<file path="config.mk">
export PLATFORM = sky130hd
export DESIGN_NAME = rc4_engine_flat
export DESIGN_NICKNAME = d
export VERILOG_FILES = /design/src/rtl/rc4_engine_if.sv /design/src/rtl/rc4_engine.sv /design/src/flat_wrapper.sv
export SDC_FILE = /design/constraint.sdc
export NUM_CORES = 1
export LEC_CHECK = 0
export CELL_PAD_IN_SITES_DETAIL_PLACEMENT = 1
export CELL_PAD_IN_SITES_GLOBAL_PLACEMENT = 2
export CORE_ASPECT_RATIO = 1.2
export CORE_MARGIN = 8
export CORE_UTILIZATION = 32
export DETAILED_ROUTE_END_ITERATION = 10
export PLACE_DENSITY = 0.88
export SYNTH_ARGS = -nofsm -noshare
export SYNTH_HDL_FRONTEND = slang
export SYNTH_SLANG_ARGS = --single-unit
</file>
<file path="constraint.sdc">
create_clock -name clk -period 3.6 [get_ports clk]
set_input_delay 0.36 -clock clk [delete_from_list [all_inputs] [get_ports clk]]
set_output_delay 0.36 -clock clk [all_outputs]
set_load 0.02 [all_outputs]
</file>
<file path="src/rtl/rc4_engine_if.sv">
// Engine-side bundle: start/busy/done control plus the S, encrypted and decrypted RAM ports.
// The engine is the master; the RAMs and the start source sit on the slave side.
interface rc4_engine_if;
  logic       start;
  logic       busy;
  logic       done;
  logic [7:0] s_addr;
  logic [7:0] s_wdata;
  logic       s_wren;
  logic [7:0] s_rdata;
  logic [7:0] enc_addr;
  logic [7:0] enc_rdata;
  logic [7:0] dec_addr;
  logic [7:0] dec_wdata;
  logic       dec_wren;

  modport master (
    input  start, s_rdata, enc_rdata,
    output busy, done, s_addr, s_wdata, s_wren, enc_addr, dec_addr, dec_wdata, dec_wren
  );

  modport slave (
    output start, s_rdata, enc_rdata,
    input  busy, done, s_addr, s_wdata, s_wren, enc_addr, dec_addr, dec_wdata, dec_wren
  );
endinterface

</file>
<file path="src/rtl/rc4_engine.sv">
// RC4 controller: S init, key schedule, then PRGA decrypt of MSG_LEN bytes (1280+6*MSG_LEN busy cycles).
// No backpressure: RAMs are assumed always ready with one-cycle registered reads.
module rc4_engine #(
  parameter int KEY_BYTES = 3,
  parameter int MSG_LEN   = 32
) (
  input  logic                   clk,
  input  logic                   rst,
  input  logic [8*KEY_BYTES-1:0] key,
  rc4_engine_if.master           bus
);
  localparam int              KB_W    = (KEY_BYTES > 1) ? $clog2(KEY_BYTES) : 1;
  localparam logic [KB_W-1:0] KB_LAST = KB_W'(KEY_BYTES - 1);
  localparam logic [7:0]      K_LAST  = 8'(MSG_LEN - 1);

  typedef enum logic [2:0] {IDLE, INIT, KSA, PRGA, DONE} state_t;

  state_t          state, state_n;
  logic [2:0]      sub, sub_n;
  logic [7:0]      i, i_n, j, j_n, k, k_n, si, si_n, sj, sj_n;
  logic [KB_W-1:0] kb, kb_n;
  logic            key_ld;
  logic [7:0]      key_arr [KEY_BYTES];

  always_ff @(posedge clk) begin
    if (rst) begin
      state <= IDLE;
      sub   <= 3'd0;
      i     <= 8'd0;
      j     <= 8'd0;
      k     <= 8'd0;
      si    <= 8'd0;
      sj    <= 8'd0;
      kb    <= '0;
    end else begin
      state <= state_n;
      sub   <= sub_n;
      i     <= i_n;
      j     <= j_n;
      k     <= k_n;
      si    <= si_n;
      sj    <= sj_n;
      kb    <= kb_n;
    end
  end

  // Key byte 0 is the most-significant byte of the key port.
  always_ff @(posedge clk) begin
    if (key_ld) begin
      for (int b = 0; b < KEY_BYTES; b++) key_arr[b] <= key[8*(KEY_BYTES-1-b) +: 8];
    end
  end

  always_comb begin
    state_n       = state;
    sub_n         = sub;
    i_n           = i;
    j_n           = j;
    k_n           = k;
    si_n          = si;
    sj_n          = sj;
    kb_n          = kb;
    key_ld        = 1'b0;
    bus.busy      = (state == INIT) || (state == KSA) || (state == PRGA);
    bus.done      = 1'b0;
    bus.s_addr    = 8'd0;
    bus.s_wdata   = 8'd0;
    bus.s_wren    = 1'b0;
    bus.enc_addr  = 8'd0;
    bus.dec_addr  = 8'd0;
    bus.dec_wdata = 8'd0;
    bus.dec_wren  = 1'b0;

    case (state)
      IDLE: begin
        if (bus.start) begin
          state_n = INIT;
          sub_n   = 3'd0;
          i_n     = 8'd0;
          j_n     = 8'd0;
          k_n     = 8'd0;
          kb_n    = '0;
          key_ld  = 1'b1;
        end
      end
      INIT: begin
        bus.s_wren  = 1'b1;
        bus.s_addr  = i;
        bus.s_wdata = i;
        i_n         = i + 8'd1;
        if (i == 8'd255) state_n = KSA;
      end
      KSA: begin
        case (sub)
          3'd0: begin
            bus.s_addr = i;
            sub_n      = 3'd1;
          end
          3'd1: begin
            si_n       = bus.s_rdata;
            j_n        = j + bus.s_rdata + key_arr[kb];
            bus.s_addr = j_n;
            sub_n      = 3'd2;
          end
          3'd2: begin
            bus.s_addr  = i;
            bus.s_wdata = bus.s_rdata;
            bus.s_wren  = 1'b1;
            sub_n       = 3'd3;
          end
          3'd3: begin
            bus.s_addr  = j;
            bus.s_wdata = si;
            bus.s_wren  = 1'b1;
            i_n         = i + 8'd1;
            kb_n        = (kb == KB_LAST) ? '0 : kb + 1'b1;
            sub_n       = 3'd0;
            if (i == 8'd255) begin
              state_n = PRGA;
              j_n     = 8'd0;
            end
          end
          default: sub_n = 3'd0;
        endcase
      end
      PRGA: begin
        // Holding enc_addr for the whole byte keeps enc_rdata stable until P5.
        bus.enc_addr = k;
        case (sub)
          3'd0: begin
            i_n        = i + 8'd1;
            bus.s_addr = i + 8'd1;
            sub_n      = 3'd1;
          end
          3'd1: begin
            si_n       = bus.s_rdata;
            j_n        = j + bus.s_rdata;
            bus.s_addr = j_n;
            sub_n      = 3'd2;
          end
          3'd2: begin
            sj_n        = bus.s_rdata;
            bus.s_addr  = i;
            bus.s_wdata = bus.s_rdata;
            bus.s_wren  = 1'b1;
            sub_n       = 3'd3;
          end
          3'd3: begin
            bus.s_addr  = j;
            bus.s_wdata = si;
            bus.s_wren  = 1'b1;
            sub_n       = 3'd4;
          end
          3'd4: begin
            bus.s_addr = si + sj;
            sub_n      = 3'd5;
          end
          3'd5: begin
            bus.dec_addr  = k;
            bus.dec_wdata = bus.s_rdata ^ bus.enc_rdata;
            bus.dec_wren  = 1'b1;
            k_n           = k + 8'd1;
            sub_n         = 3'd0;
            if (k == K_LAST) state_n = DONE;
          end
          default: sub_n = 3'd0;
        endcase
      end
      DONE: begin
        bus.done = 1'b1;
        state_n  = IDLE;
      end
      default: state_n = IDLE;
    endcase
  end
endmodule
</file>
<file path="src/flat_wrapper.sv">
// flat-port wrapper written by rule: the top's interface ports become plain ports
module rc4_engine_flat 
#(
  parameter int KEY_BYTES = 3,
  parameter int MSG_LEN   = 32
)
  (clk, rst, key, bus_start, bus_s_rdata, bus_enc_rdata, bus_busy, bus_done, bus_s_addr, bus_s_wdata, bus_s_wren, bus_enc_addr, bus_dec_addr, bus_dec_wdata, bus_dec_wren);
  rc4_engine_if bus_i ();
  input  logic clk;
  input  logic rst;
  input  logic [8*KEY_BYTES-1:0] key;
  input wire logic [$bits(bus_i.start)-1:0] bus_start;
  input wire logic [$bits(bus_i.s_rdata)-1:0] bus_s_rdata;
  input wire logic [$bits(bus_i.enc_rdata)-1:0] bus_enc_rdata;
  output wire logic [$bits(bus_i.busy)-1:0] bus_busy;
  output wire logic [$bits(bus_i.done)-1:0] bus_done;
  output wire logic [$bits(bus_i.s_addr)-1:0] bus_s_addr;
  output wire logic [$bits(bus_i.s_wdata)-1:0] bus_s_wdata;
  output wire logic [$bits(bus_i.s_wren)-1:0] bus_s_wren;
  output wire logic [$bits(bus_i.enc_addr)-1:0] bus_enc_addr;
  output wire logic [$bits(bus_i.dec_addr)-1:0] bus_dec_addr;
  output wire logic [$bits(bus_i.dec_wdata)-1:0] bus_dec_wdata;
  output wire logic [$bits(bus_i.dec_wren)-1:0] bus_dec_wren;
  assign bus_i.start = bus_start;
  assign bus_i.s_rdata = bus_s_rdata;
  assign bus_i.enc_rdata = bus_enc_rdata;
  assign bus_busy = bus_i.busy;
  assign bus_done = bus_i.done;
  assign bus_s_addr = bus_i.s_addr;
  assign bus_s_wdata = bus_i.s_wdata;
  assign bus_s_wren = bus_i.s_wren;
  assign bus_enc_addr = bus_i.enc_addr;
  assign bus_dec_addr = bus_i.dec_addr;
  assign bus_dec_wdata = bus_i.dec_wdata;
  assign bus_dec_wren = bus_i.dec_wren;
  rc4_engine #(.KEY_BYTES(KEY_BYTES), .MSG_LEN(MSG_LEN)) u_core (.clk(clk), .rst(rst), .key(key), .bus(bus_i));
endmodule
</file>
==> results.json <==
{
  "run_status": "complete, no violations",
  "nFillCells": 1986,
  "cp_slowest_cell": "fa_2",
  "start_util_pct": 32.3,
  "die_w_um": 135,
  "core_um2": 16700,
  "clk_pin_slew_ns": 0.06,
  "dieArea_um2": 21300,
  "grt_pass1_wl_um": 29900,
  "postSynthCellCount": 655,
  "htree_levels": 3,
  "endpoint_kind": "primary output",
  "cts_buffers": 9,
  "synth_area_um2": 5400,
  "critPathBufInv": 4,
  "max_freq_mhz": 286,
  "layout-drive-gt1-share_pct": 16.8,
  "hold_ws_ns": 0.496,
  "p_per_area_nw_per_um2": 302,
  "grt_max_degree": 33,
  "crit_fanout": 3,
  "max_cap_viol_count": 0,
  "ir_drop_mv": 0.189,
  "dp.cells": 989,
  "drtPass1Iterations": 5,
  "crit_path_cell_trace": "ha_4 > inv_2 > fa_2 > nor2b_4 > o31a_1 > a21oi_2 > ha_1 > buf_6 > o21a_1 > o31a_1 > buf_4 > nor3_2 > nor2_1 > o311a_1 > o311ai_2 > buf_4",
  "maxSlewViolCount": 0,
  "synth_area_leaders": "dfxtp_1, edfxtp_1, nor2_1, mux2i_1, ha_1",
  "place.gp.congestion": 0.939,
  "placed_area_um2": 6910,
  "vias": 5498,
  "max-slew-margin-rel_pct": 53.6,
  "clk-insertion-delay-late_ns": 0.34,
  "yosys_warnings": 0,
  "cts_sinks": 74,
  "chipHeight_um": 158,
  "ant_nets": 0,
  "clockRootBuffer": "clkbuf_16",
  "grt_pass1_vias": 5902,
  "synth_edf_count": 24,
  "cts_tree": "built",
  "grt_overflow_total": 0,
  "timing.final.crit_share_pct": 97.2,
  "drt_wl_total_um": 19100,
  "hpwl_um": 14600,
  "ys_types": 71,
  "syn-num-nets": 724,
  "async_flop_share_pct": 0,
  "final-seq-area_um2": 1720,
  "drt_iter0_drc": 225,
  "syn_to_final_growth_pct": 36.4,
  "stdcell_area_um2": 7360,
  "cts.path.max_buffers": 2,
  "holdPathStages": 4,
  "track_usage_pct": 17.7,
  "r2r_cells": 16,
  "ys.flop_type": "dfxtp_1",
  "start_kind": "flip-flop",
  "portBuffers": 86,
  "io_pins": 87,
  "ys_seq_elements": 74,
  "num_rows": 52,
  "syn_area_per_cell_um2": 8.24,
  "antenna_cells": 0,
  "worstMarginPinSlew_ns": 0.692,
  "final_util_pct": 44.0,
  "synth_most_common_cell": "nor2_1",
  "crit_cells": 16,
  "crit_arrival_ns": 3.14,
  "path_delay_family": "adder cells",
  "antenna_found_initial": 0,
  "layout_min_cycle_time_ns": 3.50,
  "finalHoldViolCount": 0,
  "via_per_inst": 5.44,
  "final_cells": 1010,
  "setup_viol": 0,
  "leakagePower_nw": 2.96,
  "worst_hold_path_type": "in -> reg",
  "post-route-drc-count": 0,
  "synth_commonest_cells": "nor2_1, a21oi_1, dfxtp_1, nand2_1, mux2i_1",
  "netlist.area_leader.share_pct": 18.5,
  "path_class": "reg -> out",
  "yosysSeqAreaShare_pct": 31.9,
  "slowest_delay_ns": 0.36,
  "fin_skew_ns": 0.00553,
  "cp_data_required_time_ns": 3.24,
  "multi_input_area_um2": 3560,
  "layout.nets": 858,
  "cts_hold_buf": 0,
  "detail_route.wl_per_cell_um": 18.9,
  "synth_area_leader_cell": "dfxtp_1"
}
## power by group
group | internal (mW) | switching, mW | leakage (nW)
clock | 0.626 | 0.359 | 0.154
sequential | 0.882 | 0.00769 | 0.632
combinational | 0.174 | 0.173 | 2.17
## routing by layer
layer  wire length (um)  share of wire (%)  global-route usage, %  vias to the layer above
met3                681                3.6                   2.78                       28
met1               8170                 43                   19.6                     2691
met4                479                2.5                   7.45                        0
met5                  0                  0                      0                        -
li1                   -                  -                      -                     2667
met2               9770                 51                   32.9                      112
## repair_timing
item	in CTS	in global routing
pin swaps	6	7
buffers inserted	3	2
setup endpoints to repair	7	11
gates resized for setup	40	19
## cell type report
| cell class | count | share of cell area [%] |
|---|---|---|
| Tap cell | 216 | 3.67 |
| Sequential cell | 74 | 23.4 |
| Multi-Input combinational cell | 522 | 48.4 |
| Clock buffer | 13 | 3.40 |
| Timing Repair Buffer | 164 | 19.4 |
| Inverter | 18 | 0.918 |
| Clock inverter | 3 | 0.884 |
## worst reg2reg max path: stages, from the launching register on
cell      delay, ns
dfxtp_2        0.35
ha_4           0.15
inv_2          0.04
fa_2           0.36
buf_4          0.16
xnor2_2        0.14
ha_1           0.32
nor2b_1        0.16
o31a_1         0.29
buf_4          0.16
buf_4          0.12
buf_4          0.12
buf_4          0.13
nand2b_1       0.07
mux2i_1        0.08
or3_1          0.34
a31o_2         0.24
## registers in the layout (all words and copies together), names as in the netlist, named ones only
| register | cells |
|---|---|
| u_core.k | 8 |
| u_core.state | 3 |
| u_core.kb | 2 |
| u_core.si | 8 |
| u_core.i | 8 |
| u_core.key_arr | 24 |
| u_core.sub | 3 |
| u_core.sj | 8 |
| u_core.j | 8 |
## final timing paths
path,startpoint,endpoint,slack [ns]
max,u_core.j[0],bus_s_addr[6],0.10
min,bus_s_rdata[0],u_core.si[0],0.50
max reg2reg,u_core.j[0],u_core.j[6],0.28
min reg2reg,u_core.sj[2],u_core.sj[2],0.52
## per-stage QoR
| stage | setup TNS [ns] | total power [mW] | worst slack (ns) |
|---|---|---|---|
| floorplan | 0 | 1.07 | 0.357 |
| global placement | -4.29 | 1.21 | -0.746 |
| finish | 0 | 2.22 | 0.101 |
| detailed placement | -5.22 | 1.23 | -0.876 |
| global route | -0.0727 | 2.30 | -0.0560 |
| CTS | 0 | 2.23 | 0.00389 |
## placed cells by master, fill, tap and decap left out, types with 6 or more instances in the layout
cell type        netlist  routed
o21ai_0               33      31
xnor2_1               20      18
or3_1                 10      10
xor2_1                 7       6
nor2b_1               10       9
buf_4                  0      80
nand2_1               38      38
or2_2                  6       6
inv_1                 17      16
ha_1                  23      20
nand3_1                9       9
a22oi_1                7       7
nor3_1                19      17
a21o_1                 8       8
mux2i_1               34      34
nor2_1                91      91
nand2b_1              12      12
dfxtp_1               50      49
dlygate4sd2_1          0       6
and3_1                13      13
nor3b_1                6       6
and2_1                13      13
clkbuf_16              0       9
a211oi_1               9       8
o211ai_1               7       7
clkdlybuf4s50_1        0      74
o21a_1                 6       6
a222oi_1               7       7
a31oi_1                7       6
edfxtp_1              24      24
a21oi_1               51      47
## cell families after synthesis
kind of cell	synth area share [%]
AO/OA/AOI/OAI	21.0
XOR/XNOR	4.38
adder cells (fa/ha/maj)	6.45
buffers and inverters	4.34
flip-flops	31.9
multiplexers	7.14
AND/OR/NAND/NOR	24.8
(Power assumes the default switching activity.)
==> edit: new RTL, same settings <==
`KEY_BYTES` is set to 3 in 2 places; all go to 5.
--- a/src/rtl/rc4_engine.sv
+++ b/src/rtl/rc4_engine.sv
@@ -3,3 +3,3 @@
 module rc4_engine #(
-  parameter int KEY_BYTES = 3,
+  parameter int KEY_BYTES = 5,
   parameter int MSG_LEN   = 32
--- a/src/flat_wrapper.sv
+++ b/src/flat_wrapper.sv
@@ -3,3 +3,3 @@
 #(
-  parameter int KEY_BYTES = 3,
+  parameter int KEY_BYTES = 5,
   parameter int MSG_LEN   = 32
Interface: changed (resized key); port bits go from 87 to 103. No check against the original RTL was run, so the function may have changed too.
==> edit against the unedited design <==
  * The flow now finishes with violations (negative setup slack)
  * Critical path depth fell by 4
  * Count of clock-buffer cells in the layout fell by 2
  * First-iteration DRC count rose by 13%
  * Highest routed layer unchanged
  * Routed wire length rose by 7.8%
  * Register-to-register slack improved by 0.08 ns
  * Sequential cell count rose by 18
  * Core utilization rose by 0.84 points
  * Setup slack got worse by 0.19 ns
  * Design area rose by 9.9%
  * Clock skew rose by 0.0060 ns
  * Area after synthesis rose by 8.0%
Power is not compared: it rests on default switching activity, and its combinational part moved more than twofold at a synthesized area within 25%.
==> edit: results (changes against the unedited design) <==
Worst setup path:
- The cell with the biggest individual delay on the critical path is dfxtp_4.
- The data arrival time of the worst path is 3.33 ns (+0.19 ns).
- Grouping stages by cell kind, the critical path spends the most delay in adder cells.

Yosys:
- The post-synthesis net count came to 728 (+0.55%).
- The sequential element share of the synthesized area is 38.5% (+6.6 points).
- The distinct cell type count after synthesis came to 68 (-4.2%).
- By area the synthesized netlist is led by edfxtp_1 (21%), dfxtp_1 (18%), ha_1 (5.4%).
- The post-synthesis area per instance is 9.10 µm² (+10%).
- The biggest area consumer among synthesized cells is edfxtp_1.
- Ranked by instance count, the synthesized netlist is headed by nor2_1 (66), nand2_1 (58), a21oi_1 (57).

Cells and area:
- The final net count is 882 (+2.8%).
- The number of flip-flops under the largest register name is 40 (+67%).

Placed design:
- The routability congestion estimate is 0.932 (-0.70%).
- The total instance count after detailed placement was 999 (+1.0%).
- The quantity of I/O buffers inserted on ports is 102 (+19%).
- The placed standard-cell area is 7550 µm² (+9.3%).

Status:
- The flow ran to the end, but the final reports show violations.
- The final reports fail on negative setup slack.

STA:
- The setup skew after layout is 0.0115 ns (+0.00596 ns).
- The setup slack of the critical path after layout came to -0.0922 ns (-0.193 ns).
- The slew at the pin closest to its max-slew limit was 0.810 ns (+0.118 ns).
- The setup violation total in the final timing report is 1 (+1).

GRT:
- The via count of the first global-routing pass is 6,104 (+3.4%).
- The met3 capacity usage during global routing is 4.16% (+1.4 points).
- The met2 track demand over resource in global routing was 31.1% (-1.8 points).
- The pin count of the biggest net entering global routing is 44 (+33%).
- The all-layer global routing usage is 18.1% (+0.38 points).
- The met1 track demand over resource is 20.9% (+1.4 points).
- The number of antenna violations at the first check in global routing is 0 (unchanged).
- The first-pass GRT wire length is 32.8 mm (+9.8%).

Hold path:
- The class of the tightest hold or removal check is flop to flop.

Detailed routing:
- The overall via count from detail_route was 5,676 (+3.2%).
- The wire length per cell after detailed routing is 20.1 µm (+6.3%).
- The starting DRC count in detailed routing came to 254 (+13%).
- The wire length reported by the detailed router is 20.6 mm (+7.8%).

Clock tree:
- The clock latency at the later pin of the worst-skew pair is 0.36 ns (+0.02 ns).
edit: kinds of logic after synthesis:
kind of cell	after synthesis	synth area share [%]
buf+inv	60	4.36
fa+ha+maj	28	6.39
mux	35	7.92
compound gates	162	18.1
flops	92	38.5
xor+xnor	31	4.66
simple gates	233	20.2
edit: power by group through the flow:
stage	clock network (µW)	logic, µW	registers, µW
finish	1020	1260	1260
global placement	0	1080	1270
floorplan	0	667	1260
detailed placement	0	1120	1280
global route	1090	1360	1270
CTS	1040	1200	1260
edit: worst paths after layout:
| kind | start | endpoint | slack [ns] | cells after the start |
|---|---|---|---|---|
| max reg2reg | u_core.j[0] | u_core.j[6] | 0.36 | 18 |
| min reg2reg | u_core.sj[3] | u_core.sj[3] | 0.48 | 2 |
| min | u_core.sj[3] | u_core.sj[3] | 0.48 | 2 |
| max | u_core.j[0] | bus_s_addr[7] | -0.09 | 12 |
edit: layout make-up:
| type | instances | area (µm²) |
|---|---|---|
| Fill cell | 2067 | 9950 |
| Multi-Input combinational cell | 489 | 3510 |
| Timing Repair Buffer | 186 | 1680 |
| Inverter | 17 | 63.8 |
| Clock buffer | 11 | 254 |
| Tap cell | 224 | 280 |
| Clock inverter | 5 | 58.8 |
| Sequential cell | 92 | 2250 |
edit: metrics by stage:
stage | worst slack [ns] | setup TNS [ns]
after global routing | -0.244 | -0.471
after global placement | -0.950 | -3.98
after floorplan | 0.215 | 0
final | -0.0922 | -0.0922
after detailed placement | -0.958 | -4.39
after CTS | -0.126 | -0.135
edit: what timing repair did:
item,4_1_cts,5_1_grt
setup buffers,6,3
pin swaps,16,16
endpoints found under the setup margin,7,7
gates resized for setup,55,18
edit: layer usage:
layer  routed length (µm)  vias to the layer above
met5                    0                        -
met4                  801                        0
met3                 1280                       41
met2                 9860                      178
met1                 8650                     2807
li1                     -                     2650
edit: tightest hold or removal path, cell delays in order (launching register included):
cell     delay, ns
dfxtp_1       0.32
nand2_1       0.06
a21oi_1       0.05
